==> config.mk <==
export PLATFORM = sky130hd
export DESIGN_NAME = alien_row_sprite
export DESIGN_NICKNAME = d
export VERILOG_FILES = /design/src/rtl/alien_pkg.sv /design/src/rtl/alien_motion.sv /design/src/rtl/alien_row_sprite.sv
export SDC_FILE = /design/constraint.sdc
export NUM_CORES = 1
export LEC_CHECK = 0
export BUFFER_PORTS_ARGS = -buffer_cell sky130_fd_sc_hd__buf_2
export CORE_MARGIN = 2
export CORE_UTILIZATION = 55
export CTS_CLUSTER_DIAMETER = 80
export CTS_CLUSTER_SIZE = 25
export DETAILED_ROUTE_END_ITERATION = 16
export PLACE_DENSITY = 0.73
export SLEW_MARGIN = 20
export SYNTH_ARGS = -nofsm -noshare
export SYNTH_HDL_FRONTEND = slang
export SYNTH_HIERARCHICAL = 1
export SYNTH_SLANG_ARGS = --single-unit
==> constraint.sdc <==
create_clock -name clk -period 3.9 [get_ports clk]
set_input_delay 0.585 -clock clk [delete_from_list [all_inputs] [get_ports clk]]
set_output_delay 0.585 -clock clk [all_outputs]
set_load 0.02 [all_outputs]
==> src/rtl/alien_pkg.sv <==
// Shared constants, direction type and sprite bitmap for the "alien A" row.
package alien_pkg;

  // Screen and formation geometry, all in 12-bit scan coordinates.
  localparam logic [11:0] H_VISIBLE   = 12'd640;
  localparam logic [11:0] V_VISIBLE   = 12'd480;
  localparam logic [11:0] X0          = 12'd96;
  localparam logic [11:0] Y0          = 12'd64;
  localparam logic [11:0] SPACING     = 12'd96;
  localparam logic [11:0] SCALE       = 12'd2;
  localparam logic [11:0] STEP        = 12'd4;
  localparam logic [11:0] DROP        = 12'd8;
  localparam logic [11:0] LEFT_BOUND  = 12'd16;
  localparam logic [11:0] RIGHT_BOUND = 12'd624;
  localparam logic [11:0] Y_MAX       = 12'd400;

  localparam logic [4:0]  FRAMES_PER_STEP = 5'd30;
  localparam logic [3:0]  COLOR           = 4'hF;
  localparam int          NUM_ALIENS      = 5;

  // Sprite is a 16x8 bitmap replicated SCALE times in each direction.
  localparam int          BMP_W    = 16;
  localparam int          BMP_H    = 8;
  localparam logic [11:0] SPRITE_W = 12'd32;
  localparam logic [11:0] SPRITE_H = 12'd16;

  // Distance from alien 1 left edge to alien 5 right edge (exclusive).
  localparam logic [11:0] FORMATION_W = 12'(4 * SPACING + SPRITE_W);

  typedef enum logic {
    DIR_RIGHT = 1'b0,
    DIR_LEFT  = 1'b1
  } dir_e;

  // Two animation frames; bit 15 of each row is the leftmost column.
  localparam logic [0:1][0:BMP_H-1][BMP_W-1:0] ALIEN_BMP = '{
    '{16'h0180, 16'h03C0, 16'h07E0, 16'h0DB0,
      16'h0FF0, 16'h0240, 16'h05A0, 16'h0A50},
    '{16'h0180, 16'h03C0, 16'h07E0, 16'h0DB0,
      16'h0FF0, 16'h05A0, 16'h0810, 16'h0420}
  };

  // Bitmap lookup with dc counted from the left edge of the sprite.
  function automatic logic bmp_lit(input logic       anim,
                                   input logic [2:0] dr,
                                   input logic [3:0] dc);
    return ALIEN_BMP[anim][dr][4'(BMP_W - 1) - dc];
  endfunction

endpackage

==> src/rtl/alien_motion.sv <==
// Formation motion: frame tick detect, step pacing, march, bounce and drop.
module alien_motion
  import alien_pkg::*;
(
  input  logic        clk,
  input  logic        rst,
  input  logic [11:0] pixel_row,
  input  logic [11:0] pixel_column,
  output logic [11:0] x,
  output logic [11:0] y,
  output logic        anim
);

  logic [11:0] x_q, x_d;
  logic [11:0] y_q, y_d;
  dir_e        dir_q, dir_d;
  logic        anim_q, anim_d;
  logic [4:0]  frame_cnt_q, frame_cnt_d;

  logic        frame_tick;
  logic [11:0] y_dropped;

  // Next-state: count frames, and every FRAMES_PER_STEP frames march or bounce.
  always_comb begin
    // NOTE: every combinational output gets a default first so no path leaves
    // it unassigned, which would otherwise infer a latch.
    x_d         = x_q;
    y_d         = y_q;
    dir_d       = dir_q;
    anim_d      = anim_q;
    frame_cnt_d = frame_cnt_q;

    // Column 0 of the first non-visible row occurs exactly once per frame.
    frame_tick = (pixel_row == V_VISIBLE) && (pixel_column == 12'd0);
    y_dropped  = (y_q + DROP > Y_MAX) ? Y_MAX : y_q + DROP;

    if (frame_tick) begin
      if (frame_cnt_q == FRAMES_PER_STEP - 5'd1) begin
        frame_cnt_d = '0;
        anim_d      = ~anim_q;
        if (dir_q == DIR_RIGHT) begin
          if (x_q + STEP + FORMATION_W > RIGHT_BOUND) begin
            dir_d = DIR_LEFT;
            y_d   = y_dropped;
          end else begin
            x_d = x_q + STEP;
          end
        end else begin
          // Comparing against LEFT_BOUND + STEP keeps x_q - STEP from wrapping.
          if (x_q < LEFT_BOUND + STEP) begin
            dir_d = DIR_RIGHT;
            y_d   = y_dropped;
          end else begin
            x_d = x_q - STEP;
          end
        end
      end else begin
        frame_cnt_d = frame_cnt_q + 5'd1;
      end
    end
  end

  // Motion state registers, cleared asynchronously to the start position.
  always_ff @(posedge clk or posedge rst) begin
    // NOTE: state is updated with non-blocking assignments so every register
    // samples pre-edge values regardless of statement order.
    if (rst) begin
      x_q         <= X0;
      y_q         <= Y0;
      dir_q       <= DIR_RIGHT;
      anim_q      <= 1'b0;
      frame_cnt_q <= '0;
    end else begin
      x_q         <= x_d;
      y_q         <= y_d;
      dir_q       <= dir_d;
      anim_q      <= anim_d;
      frame_cnt_q <= frame_cnt_d;
    end
  end

  assign x    = x_q;
  assign y    = y_q;
  assign anim = anim_q;

endmodule

==> src/rtl/alien_row_sprite.sv <==
// Row of five animated aliens: hit-test the scan position, look up the
// bitmap and register the pixel and per-alien active flags.
module alien_row_sprite
  import alien_pkg::*;
(
  input  logic        clk,
  input  logic        rst,
  input  logic [11:0] pixel_row,
  input  logic [11:0] pixel_column,
  output logic [3:0]  alienA_output,
  output logic        alienA1_active,
  output logic        alienA2_active,
  output logic        alienA3_active,
  output logic        alienA4_active,
  output logic        alienA5_active
);

  logic [11:0] x, y;
  logic        anim;

  logic [NUM_ALIENS-1:0] active_q, active_d;
  logic [3:0]            pixel_q, pixel_d;

  logic        row_hit;
  logic [11:0] row_off;
  logic [11:0] xn;
  logic [11:0] col_off;
  logic        col_hit;

  alien_motion u_motion (
    .clk          (clk),
    .rst          (rst),
    .pixel_row    (pixel_row),
    .pixel_column (pixel_column),
    .x            (x),
    .y            (y),
    .anim         (anim)
  );

  // Hit test against each alien box, then the bitmap bit inside the box.
  always_comb begin
    active_d = '0;
    row_off  = '0;
    xn       = '0;
    col_off  = '0;
    col_hit  = 1'b0;

    row_hit = (pixel_row >= y) && (pixel_row < y + SPRITE_H);
    if (row_hit) begin
      row_off = pixel_row - y;
    end

    for (int n = 0; n < NUM_ALIENS; n++) begin
      xn      = x + SPACING * 12'(n);
      col_hit = (pixel_column < H_VISIBLE) && (pixel_column >= xn) &&
                (pixel_column < xn + SPRITE_W);
      col_off = col_hit ? pixel_column - xn : 12'd0;
      if (row_hit && col_hit) begin
        active_d[n] = bmp_lit(anim, 3'(row_off / SCALE), 4'(col_off / SCALE));
      end
    end

    pixel_d = (|active_d) ? COLOR : 4'h0;
  end

  // Output registers give the one-cycle latency that matches the image RAM.
  always_ff @(posedge clk or posedge rst) begin
    if (rst) begin
      active_q <= '0;
      pixel_q  <= 4'h0;
    end else begin
      active_q <= active_d;
      pixel_q  <= pixel_d;
    end
  end

  assign alienA_output  = pixel_q;
  assign alienA1_active = active_q[0];
  assign alienA2_active = active_q[1];
  assign alienA3_active = active_q[2];
  assign alienA4_active = active_q[3];
  assign alienA5_active = active_q[4];

endmodule

# --- Word level (Yosys, flattened, before mapping) ---
# Index checks and enable logic that the tools add are counted.
totals:
  out_inout_bits: 9
  reg_bits: 40
  wordCells: 126
classes:
  addsub: 26
  eq_ne: 5
  bitwise: 3
  reduce_logical: 23
  n_lt_le_gt_ge: 23
  muxes: 39
ops:
  columns: ["operator", "n"]
  rows:
  - ["$mux 128", 2]
  - ["$mux 12", 7]
  - ["$ge 12x12->1", 6]
  - ["$lt 12x12->1", 6]
  - ["$add 12x6->12 const B", 5]
  - ["$bmux 16 s3", 1]
  - ["$mux 43", 1]
  - ["$add 12x9->12 const B", 3]
  - ["$mux 16", 2]
  - ["$mux 5", 6]
  - ["$lt 4x5->1 const B", 5]
  - ["$sub 5x5->5", 5]
  - ["$bmux 1 s4", 5]
  - ["$sub 4x4->4 const A", 5]
  - ["$logic_and 1x1->1", 17]
  - ["$mux 1", 13]
  - ["$add 12x3->12 const B", 1]
  - ["$add 12x4->12 const B", 1]
  - ["$add 12x5->12 const B", 1]
  - ["$add 12x7->12 const B", 1]
  - ["$add 12x8->12 const B", 1]
  - ["$eq 12x9->1 const B", 1]
  - ["$gt 12x10->1 const B", 1]
  - ["$gt 12x9->1 const B", 1]
  - ["other kinds (19)", 22]

# --- Depth between registers and ports, before layout ---
depth:
  depth_word: 13
  depth_mapped: 14
  mapped_depth_nobuf: 13

# --- Modules after synthesis ---
# The synthesis kept the hierarchy.
modules_own_cells:
  columns: ["module", "area_per_inst_um2", "n_inst", "cells_each"]
  rows:
  - ["alien_row_sprite", 3567.2, 1, 444]
  - ["alien_motion", 2278.4, 1, 264]

# --- Least setup slack after synthesis ---
# OpenSTA, ideal clock, no wires.
synth_timing:
  kind: "flip-flop to flip-flop"
  from: "register u_motion.x_q[5] (netlist: u_motion/x[5])"
  to: "register u_motion.y_q[5] (netlist: u_motion/y[5])"
  required_ns: 3.780
  stages_incl_launch_ff: 15
  t_arrival_ns: 3.230
  synth_period_minus_slack_ns: 3.350
  n_path_buf: 3
  path_slack_ns: 0.550
  setup_ns: 0.120
  path_cell_list: "dfstp_2 > buf_4 > buf_2 > nand3_1 > xnor2_1 > ha_1 > and4bb_2 > o21ai_0 > a21oi_1 > o21ai_0 > nand4_4 > a221oi_4 > buf_6 > nor2_1 > a31o_1"
synth_between:
  elab_chain_len: 5
synth_rtl:
  columns: ["item", "line_no", "rtl"]
  rows:
  - ["from (decl)", "alien_motion.sv:14", "logic [11:0] x_q, x_d;"]
  - ["from (signal assigned)", "alien_motion.sv:68", "x_q <= X0;"]
  - ["from (signal assigned)", "alien_motion.sv:74", "x_q <= x_d;"]
  - ["$add 12x3->12", "alien_motion.sv:42", "if (x_q + STEP + FORMATION_W > RIGHT_BOUND) begin"]
  - ["$add 12x9->12", "alien_motion.sv:42", null]
  - ["$gt 12x10->1", "alien_motion.sv:42", null]
  - ["$reduce_bool 2->1 (no line)", null, null]
  - ["$reduce_and 4->1 (no line) (*)", null, null]
  - ["to (signal assigned)", "alien_motion.sv:75", "y_q <= y_d;"]
  - ["to (decl)", "alien_motion.sv:15", "logic [11:0] y_q, y_d;"]
# Mark *: on every way between the ends. The rest lies on a longest branch, timed or not.
# A chain may end at the register's enable or synchronous reset.

# --- Final worst setup path ---
layout_timing:
  from: "register u_motion.x_q[5] (netlist: u_motion/x[5])"
  to: "register pixel_q[2] (netlist: alienA_output[2])"
layout_between:
  elab_chain_len: 11
layout_rtl:
  columns: ["item", "line_no", "rtl"]
  rows:
  - ["$add 12x7->12, or another cell as far along", "alien_row_sprite.sv:54", "xn = x + SPACING * 12'(n);"]
  - ["$add 12x6->12 or $ge 12x12->1 (tied branches)", "alien_row_sprite.sv:56, alien_row_sprite.sv:55", null]
  - ["$lt 12x12->1 or $logic_and 1x1->1 (tied branches)", "alien_row_sprite.sv:56, alien_row_sprite.sv:55", null]
  - ["$logic_and 1x1->1", "alien_row_sprite.sv:55", "col_hit = (pixel_column < H_VISIBLE) && (pixel_column >= xn) &&"]
  - ["$mux 5", "alien_row_sprite.sv:57", "col_off = col_hit ? pixel_column - xn : 12'd0;"]
  - ["$sub 4x4->4", "alien_pkg.sv:47", "return ALIEN_BMP[anim][dr][4'(BMP_W - 1) - dc];"]
  - ["$bmux 1 s4", "alien_pkg.sv:47", null]
  - ["$mux 1 (implied by the code)", "alien_pkg.sv:47", null]
  - ["$mux 1", "alien_row_sprite.sv:58", "if (row_hit && col_hit) begin"]
  - ["$reduce_or 5->1 (*)", "alien_row_sprite.sv:63", "pixel_d = (|active_d) ? COLOR : 4'h0;"]
  - ["$mux 4 (*)", "alien_row_sprite.sv:63", null]
  - ["to (signal assigned)", "alien_row_sprite.sv:73", "pixel_q <= pixel_d;"]
  - ["to (decl)", "alien_row_sprite.sv:22", "logic [3:0] pixel_q, pixel_d;"]
# Mark *: on every way between the ends. The rest lies on a longest branch, timed or not. The select of a mux whose other input is x is not followed.

==> flow_summary.json <==
{
  "detailed_place_hpwl_um": 11600,
  "clock_latency_ps": 290,
  "die_height_um": 107,
  "coreArea_mm2": 0.0103,
  "hp-class": "in -> async",
  "critPathKind": "reg -> reg",
  "period_share": 0.916,
  "rsz0062_at_grt": "no",
  "cts_sinks": 32,
  "synth-edff-count": 0,
  "max_cap_viol_count": 0,
  "fin_nets": 864,
  "numCtsBuffers": 5,
  "slew_viol_final": 0,
  "fp-row-count": 37,
  "synthArstFlopShare": 1.00,
  "multi_input_area_mm2": 0.00469,
  "period_needed_ps": 3570,
  "grt_usage": 0.260,
  "finalWirelength_um": 14500,
  "cp-startpoint": "u_motion/x[5]",
  "grt_pass1_vias": 5307,
  "grtUsageMet3": 0.0322,
  "r2r_slack_ps": 330,
  "cts_resized": 0,
  "port_buffers": 34,
  "synthXorXnorAreaFrac": 0.103,
  "placed_cells": 861,
  "synth_fa_ha_area_frac": 0.229,
  "cp-end-kind": "flip-flop",
  "fillCellCount": 942,
  "synthCells": 708,
  "reg2reg_depth": 13,
  "tns_ps": 0,
  "final_hold_viol_count": 0,
  "cts_htree_levels": 2,
  "final_cells": 869,
  "clock_path_buffers": 2,
  "ir_drop_mv": 0.158,
  "yosys_warnings": 6,
  "first_iter_violations": 268,
  "startpoint_type": "flip-flop",
  "fin_skew_ps": 14.5,
  "wl_per_cell_um": 16.7,
  "root_buffer": "clkbuf_8",
  "grt_max_degree": 27,
  "path_clk_slew_ps": 80,
  "synthMuxAreaShare": 0.0143,
  "gp_congestion": 0.915,
  "diodes": 0,
  "r2r-start": "u_motion/x[5]",
  "layout_setup_ws_ps": 327,
  "io_pins": 35,
  "die_area_mm2": 0.0115,
  "final_antenna_net_count": 0,
  "holdBufCountCts": 0,
  "antenna_found_initial": 0,
  "setup_violations": 0,
  "whs_ps": 236,
  "cp.arrival_ps": 3710,
  "fin_area_mm2": 0.00623,
  "synth_top_family_by_area": "compound AO/OA/AOI/OAI gates",
  "drc_errors": 0,
  "synth.distinct_cells": 97,
  "clock.fmax_mhz": 280,
  "ys_seq_area_frac": 0.138,
  "powerDensity_mw_per_mm2": 154,
  "status": "complete, no violations",
  "post-place-ws_ps": 337,
  "cp_max_fo": 13,
  "grt_busiest_layer": "met2",
  "start_util": 0.566,
  "required_ps": 4040,
  "r2r-end": "alienA_output[2]",
  "die_x_um": 107,
  "overflow": 0,
  "syn-cell-area_mm2": 0.00585,
  "layout_commonest_cell": "ha_1",
  "post_dp_cell_area_mm2": 0.00611,
  "syn_avg_cell_area_um2": 8.26,
  "worstMarginPinSlew_ps": 938,
  "grt_use_met2": 0.453,
  "p_leak_nw": 2.53,
  "ys.flop_type": "dfrtp_1",
  "vias": 5410,
  "drive_gt1_frac": 0.132,
  "via_per_inst": 6.23,
  "seq_area_um2": 805,
  "synthSimpleGateAreaFrac": 0.220,
  "grt_pass1_wl_um": 24600,
  "relSlewSlack": 0.371,
  "drt_pre_antenna_iters": 5,
  "cts_tree": "built",
  "cts_setup_buffers": 0,
  "synth-compound-area-share": 0.232,
  "layout_common_cells": "104 x ha_1, 50 x inv_1, 49 x xnor2_1",
  "synth_seq_cells": 32,
  "area_growth_syn_to_layout_pct": 6.61,
  "grtUsageMet1": 0.343
}
[routing by layer]
| metal | wire (µm) | vias to the layer above |
|---|---|---|
| met2 | 7030 | 165 |
| met1 | 6600 | 2574 |
| met3 | 732 | 19 |
| met4 | 178 | 0 |
| li1 | - | 2652 |
| met5 | 0 | - |
[registers in the layout (all words and copies together) (netlist names)]
| register | flops |
|---|---|
| u_motion/anim | 1 |
| u_motion/x | 10 |
| alienA_output | 1 |
| u_motion/dir_q | 1 |
| u_motion/y | 9 |
| active_q | 5 |
| u_motion/frame_cnt_q | 5 |
[power breakdown]
part | internal (mW) | switching, mW | leakage [nW]
combinational | 0.128 | 0.182 | 2.05
sequential | 0.332 | 0.000152 | 0.426
clock | 0.189 | 0.129 | 0.0541
[Yosys cell counts, types with 4 or more instances]
master	n	area, µm²
nand3_1	23	115
and2_1	6	37.5
o21a_1	8	60.1
nand4_1	12	75.1
o2111ai_1	4	35.0
dfrtp_1	29	726
o21bai_1	4	30.0
or2_2	4	25.0
and3_1	4	25.0
nor2_1	41	154
o21ai_1	4	20.0
a211o_1	4	35.0
o22ai_1	5	31.3
o21ai_0	32	160
nand2_1	47	176
clkbuf_1	11	41.3
inv_1	51	191
a211oi_1	17	128
and4_1	4	35.0
a31oi_1	6	37.5
buf_4	9	67.6
a21o_1	12	90.1
mux2i_1	5	50.1
xor2_1	15	131
xnor2_1	49	429
nor4_1	10	62.6
nor2b_1	14	87.6
o31ai_1	4	30.0
ha_1	104	1300
buf_2	12	60.1
nand2b_1	6	37.5
nor3_1	26	130
a21oi_1	23	115
or3_1	9	56.3
[critical path, stage by stage, from the launching register on]
cell and delay (ps):
dfstp_2 710, inv_1 140, ha_1 250, nor2b_1 190, xnor2_1 140, or3_1 440
nor2_1 130, xor2_1 80, ha_1 300, nand2_1 50, o41ai_1 300, nor3_1 140
nor4b_1 400, o32ai_2 140
[metrics by stage]
step | utilization | total power [mW]
floorplan | - | 0.562
global placement | 0.592 | 0.632
detailed placement | 0.592 | 0.643
CTS | 0.603 | 0.966
global route | 0.604 | 1.02
finish | 0.604 | 0.961
[kinds of logic after synthesis]
| group | after synthesis |
|---|---|
| AO/OA/AOI/OAI | 177 |
| XOR/XNOR | 66 |
| adder cells (fa/ha/maj) | 106 |
| buffers and inverters | 85 |
| flip-flops | 32 |
| multiplexers | 8 |
| other | 1 |
| AND/OR/NAND/NOR | 233 |
[worst max path at each step]
stage / to / slack, ps
2_1_floorplan: u_motion/y[5] / 550
3_3_place_gp: alienA_output[2] / 480
3_5_place_dp: alienA_output[2] / 340
4_1_cts: alienA_output[2] / 300
5_1_grt: alienA_output[2] / 20
6_report: alienA_output[2] / 330
[cell type report]
cell class,count,area share
clock buffers,5,0.0110
repair buffers,47,0.0430
well taps,136,0.0273
multi-input cells,595,0.752
inverters,51,0.0307
flip-flops and latches,32,0.129
clock inverters,3,0.00683
Note: power is estimated with default switching activity, not from simulation.
